===== config.mk =====
export PLATFORM = sky130hd
export DESIGN_NAME = neander_core
export DESIGN_NICKNAME = d
export VERILOG_FILES = /design/src/rtl/neander_core.sv
export SDC_FILE = /design/constraint.sdc
export NUM_CORES = 1
export LEC_CHECK = 0
export ABC_CLOCK_PERIOD_IN_PS = 2370
export BUFFER_PORTS_ARGS = -buffer_cell sky130_fd_sc_hd__buf_2
export CAP_MARGIN = 15
export CORE_ASPECT_RATIO = 0.7
export CORE_UTILIZATION = 45
export DETAILED_ROUTE_END_ITERATION = 16
export GPL_TIMING_DRIVEN = 0
export PLACE_DENSITY_LB_ADDON = 0.1
export SKIP_CTS_REPAIR_TIMING = 1
export SLEW_MARGIN = 5
export SYNTH_ARGS = -nofsm -noshare
export SYNTH_HDL_FRONTEND = slang
export SYNTH_SLANG_ARGS = --single-unit
export TNS_END_PERCENT = 20

===== constraint.sdc =====
create_clock -name clk -period 2.37 [get_ports clk]
set_input_delay 0.1185 -clock clk [delete_from_list [all_inputs] [get_ports clk]]
set_output_delay 0.1185 -clock clk [all_outputs]
set_load 0.02 [all_outputs]

===== src/rtl/neander_core.sv =====
// Neander accumulator CPU: datapath registers plus fetch/decode/execute control,
// talking to memory over a req/ack port that tolerates wait states.
module neander_core #(
    parameter int unsigned DW       = 16,
    parameter int unsigned AW       = 8,
    parameter int unsigned RESET_PC = 0
) (
    input  logic          clk,
    input  logic          rst,
    output logic          mem_req,
    output logic          mem_we,
    output logic [AW-1:0] mem_addr,
    output logic [DW-1:0] mem_wdata,
    input  logic [DW-1:0] mem_rdata,
    input  logic          mem_ack,
    output logic [AW-1:0] pc,
    output logic [DW-1:0] ac,
    output logic          n_flag,
    output logic          z_flag,
    output logic [3:0]    opcode,
    output logic          halted
);

    localparam logic [3:0] OP_NOP = 4'h0;
    localparam logic [3:0] OP_STA = 4'h1;
    localparam logic [3:0] OP_LDA = 4'h2;
    localparam logic [3:0] OP_ADD = 4'h3;
    localparam logic [3:0] OP_OR  = 4'h4;
    localparam logic [3:0] OP_AND = 4'h5;
    localparam logic [3:0] OP_NOT = 4'h6;
    localparam logic [3:0] OP_JMP = 4'h8;
    localparam logic [3:0] OP_JN  = 4'h9;
    localparam logic [3:0] OP_JZ  = 4'hA;
    localparam logic [3:0] OP_HLT = 4'hF;

    typedef enum logic [2:0] {
        S_FETCH, S_DECODE, S_OPRD, S_EXEC, S_OPWR, S_HALT
    } state_t;

    state_t        state, state_n;
    logic [AW-1:0] rem, rem_n, pc_n;
    logic [DW-1:0] rdm, rdm_n, ac_n, result;
    logic [3:0]    ri_n;
    logic          n_n, z_n, upd_flags, ack_c;

    // Next-state and datapath updates; ack only counts while a request is out
    always_comb begin
        state_n   = state;
        pc_n      = pc;
        rem_n     = rem;
        rdm_n     = rdm;
        ri_n      = opcode;
        ac_n      = ac;
        n_n       = n_flag;
        z_n       = z_flag;
        result    = ac;
        upd_flags = 1'b0;
        ack_c     = mem_req && mem_ack;

        case (state)
            S_FETCH: begin
                if (ack_c) begin
                    rdm_n   = mem_rdata;
                    ri_n    = mem_rdata[DW-1 -: 4];
                    pc_n    = pc + AW'(1);
                    state_n = S_DECODE;
                end
            end
            S_DECODE: begin
                state_n = S_FETCH;
                case (opcode)
                    OP_STA: begin
                        rem_n   = rdm[AW-1:0];
                        state_n = S_OPWR;
                    end
                    OP_LDA, OP_ADD, OP_OR, OP_AND: begin
                        rem_n   = rdm[AW-1:0];
                        state_n = S_OPRD;
                    end
                    OP_NOT: state_n = S_EXEC;
                    OP_JMP: pc_n = rdm[AW-1:0];
                    OP_JN:  if (n_flag) pc_n = rdm[AW-1:0];
                    OP_JZ:  if (z_flag) pc_n = rdm[AW-1:0];
                    OP_HLT: state_n = S_HALT;
                    default: state_n = S_FETCH;
                endcase
            end
            S_OPRD: begin
                if (ack_c) begin
                    rdm_n   = mem_rdata;
                    state_n = S_EXEC;
                end
            end
            S_EXEC: begin
                upd_flags = 1'b1;
                case (opcode)
                    OP_LDA:  result = rdm;
                    OP_ADD:  result = ac + rdm;
                    OP_OR:   result = ac | rdm;
                    OP_AND:  result = ac & rdm;
                    OP_NOT:  result = ~ac;
                    default: upd_flags = 1'b0;
                endcase
                if (upd_flags) begin
                    ac_n = result;
                    n_n  = result[DW-1];
                    z_n  = (result == '0);
                end
                state_n = S_FETCH;
            end
            S_OPWR:  if (ack_c) state_n = S_FETCH;
            S_HALT:  state_n = S_HALT;
            default: state_n = S_FETCH;
        endcase
    end

    // Memory port is registered from next-state values so it is held steady across waits
    always_ff @(posedge clk) begin
        if (rst) begin
            state     <= S_FETCH;
            pc        <= AW'(RESET_PC);
            rem       <= '0;
            rdm       <= '0;
            opcode    <= '0;
            ac        <= '0;
            n_flag    <= 1'b0;
            z_flag    <= 1'b0;
            halted    <= 1'b0;
            mem_req   <= 1'b0;
            mem_we    <= 1'b0;
            mem_addr  <= AW'(RESET_PC);
            mem_wdata <= '0;
        end else begin
            state     <= state_n;
            pc        <= pc_n;
            rem       <= rem_n;
            rdm       <= rdm_n;
            opcode    <= ri_n;
            ac        <= ac_n;
            n_flag    <= n_n;
            z_flag    <= z_n;
            halted    <= (state_n == S_HALT);
            mem_req   <= (state_n == S_FETCH) || (state_n == S_OPRD) || (state_n == S_OPWR);
            mem_we    <= (state_n == S_OPWR);
            mem_addr  <= (state_n == S_FETCH) ? pc_n : rem_n;
            mem_wdata <= ac_n;
        end
    end

endmodule


==> results.md <==
* GRT Total Usage at between 30 and 40%
* CP required at approximately 2.6 ns
* Die span in y at just under 90 um
* Cell Pwr Density at 513 nW/um^2
* First-pass GRT wire length at around 27000 um
* Total wire length at between 15000 and 20000 um
* Failing checks: setup timing
* Period utilization at 118%
* # rows at 31
* N_diodes at 0
* GPL Wtd Cong at ~0.93
* Detailed-route via count at 5388
* Worst path arrival time at 3.07 ns
* Flop pwr share at roughly two fifths
* LEAKAGE at between 2 and 3 nW
* Number of DRC markers in iteration 0 at between 500 and 600
* Die width at approximately 130 um
* Setup violators final at 8
* Clock Tree Buf Depth at 2
* Switching share of total power at around 31%
* Layout Skew at a little over 0.008 ns
* Initial antenna violation count at 0
* # port buffers at 75
* Pin count of the biggest net entering global routing at 15
* Syn_area_per_cell at 7.41 um^2
* CTS sink cnt at 67
* Net switching power at 0.980 mW
* Post-synth EDFFs at 0
* Fin. max-slew vios at 0
* Main flop type after synthesis: dfxtp_1
* Max Freq at 357 MHz
* Share of the synthesized area in the top cell type at between 20% and 30%
* Die area at roughly 11000 um^2
* Largest fanout on the critical path at 4
* HPWL Detailed at ~14000 um
* Slew headroom at 38.2%
* Ranking of synthesized cells by area: dfxtp_1 28%, ha_1 8.6%, a21oi_1 8.0%
* Logic pwr share at roughly 17%
* DRC viols at 0
* Critical path class: flop to flop
* CTS tree: built
* Outcome: finished with violations
* Synth unique cells at 71
* Setup WS pre-CTS at -0.805 ns
* H-tree Lvls at 3
* Pre-antenna DRT Iters at 5
* Cell taking the most area after synthesis: dfxtp_1
* Top Ports at 76
* RSZ-0062 raised after global routing: true
* Slew @ Worst Pin at 0.926 ns
* Congestion Overflow GR at 0
* Area grow syn2layout at 27.5%
* Synthesized netlist cell count at between 600 and 700
* Inst Count DP at about 860
* R2R Setup Slk at -0.43 ns
* Pwr Total at 3.16 mW
* DR WL/cell at around 21 um
* Design area at roughly 6200 um^2
* Vias in the first global route at around 4600
* Pint at 2.18 mW
* Fin cells at between 800 and 900
* Critical path capture point type: flop
* Clock latency on the worst-skew pair at 0.34 ns
* Post-DRT Antenna Nets at 0
* Clock slew at reported path FFs at ~0.06 ns
* Vias per cell at roughly 6
* Final setup margin at -0.432 ns
* YS warnings at 0
* Maximum vdd drop at around 0.43 mV
* Synthesized area at 4820 um^2
* Initial core utilization at 46.4%
* Mapped Nets at 704
* Fin crit period at about 2.8 ns
* Seq cells post-synth at 67
* Share of cells above drive strength 1 at 31.3%
* Sequential share of the synthesized area at between 20 and 30%
* Area of placed instances at 5390 um^2
* Root Driver: clkbuf_16
* Maxcap violations at 0
* Clk pwr share at 45.3%
* Finished Core Util at between 50% and 60%
* Final net count at ~800
* Core box area at just over 10000 um^2
* Post-synthesis async set-or-reset flop share at 0%
* Worst hold path class: input port to flop
* Total CTS buffers at 9
* CP Launch Type: flop
* Fin. Hold Viols at 0
## cell usage after synthesis, drive strengths merged (11+ instances only)
| library cell | number |
|---|---|
| a21oi | 79 |
| buf | 32 |
| a211oi | 28 |
| and2 | 11 |
| ha | 33 |
| inv | 40 |
| nand3 | 12 |
| nand2 | 63 |
| dfxtp | 67 |
| clkbuf | 29 |
| o21ai | 33 |
| nor2 | 79 |
## worst max-delay path, cell delays in order, from the launching register on
cell and delay (ns):
dfxtp_4 0.38, ha_4 0.18, fa_2 0.45, a22oi_2 0.18, a21oi_2 0.08, a2111o_1 0.43, a2111oi_4 0.30, o2111ai_1 0.15
and4bb_1 0.31, nand4_1 0.10, o21ai_1 0.16
## power groups by stage
stage	Sequential [mW]	Combinational, mW	Clock, mW
2_1_floorplan	1.25	0.273	0
3_3_place_gp	1.23	0.455	0
3_5_place_dp	1.23	0.458	0
4_1_cts	1.21	0.461	1.45
5_1_grt	1.21	0.559	1.48
6_report	1.21	0.522	1.43
## state kept, by name (all words and copies together) (netlist names), 3 cells and up
signal and cells:
ac 16, mem_addr 8, opcode 4, pc 8, rdm 16, rem 8
state 3
## cell families after synthesis
logic type	count (synthesis)	share of synthesized area [%]
compound gates	215	28.9
xor+xnor	8	1.45
fa+ha+maj	34	8.97
mux	6	1.32
simple gates	220	21.3
buf+inv	101	10.2
flops	67	27.8
## metrics by stage
stage               hold slack (ns)  setup TNS [ns]
floorplan                     0.247          -0.252
global placement              0.360          -10.89
detailed placement            0.362          -11.01
CTS                        0.000150          -12.07
global route                 0.0115           -2.29
finish                      0.00733           -1.21
## metal layers
layer | track usage, % | vias up | wire (um)
met4 | 9.75 | 0 | 343
li1 | - | 2492 | -
met3 | 9.07 | 37 | 2010
met1 | 49.1 | 2572 | 8900
met2 | 46.2 | 287 | 7500
met5 | 0 | - | 0
## layout by cell type (no fill, tap or decap), types with 18 or more instances in the layout
master and count:
inv_1 33, o21ai_0 27, nand2_1 62, clkbuf_1 18
ha_1 21, buf_2 81, a21oi_1 71, dfxtp_1 43
buf_4 35, nor2_1 77, a211oi_1 23
## path summary, 6_finish.rpt
kind / from / end / depth (start not counted)
max reg2reg: ac[0] / z_flag / 10
min reg2reg: rdm[14] / rdm[14] / 2
max: ac[0] / z_flag / 10
min: mem_rdata[9] / rdm[9] / 3
## cell type report
| class | count | area, um^2 |
|---|---|---|
| fill | 995 | 4240 |
| multi-input combinational | 483 | 3290 |
| sequential | 67 | 1390 |
| timing repair buffer | 90 | 488 |
| buffer | 58 | 359 |
| clock buffer | 9 | 225 |
| tap | 132 | 165 |
| inverter | 40 | 150 |
| clock inverter | 7 | 80.1 |
No activity file was read; power rests on OpenSTA's default activity.
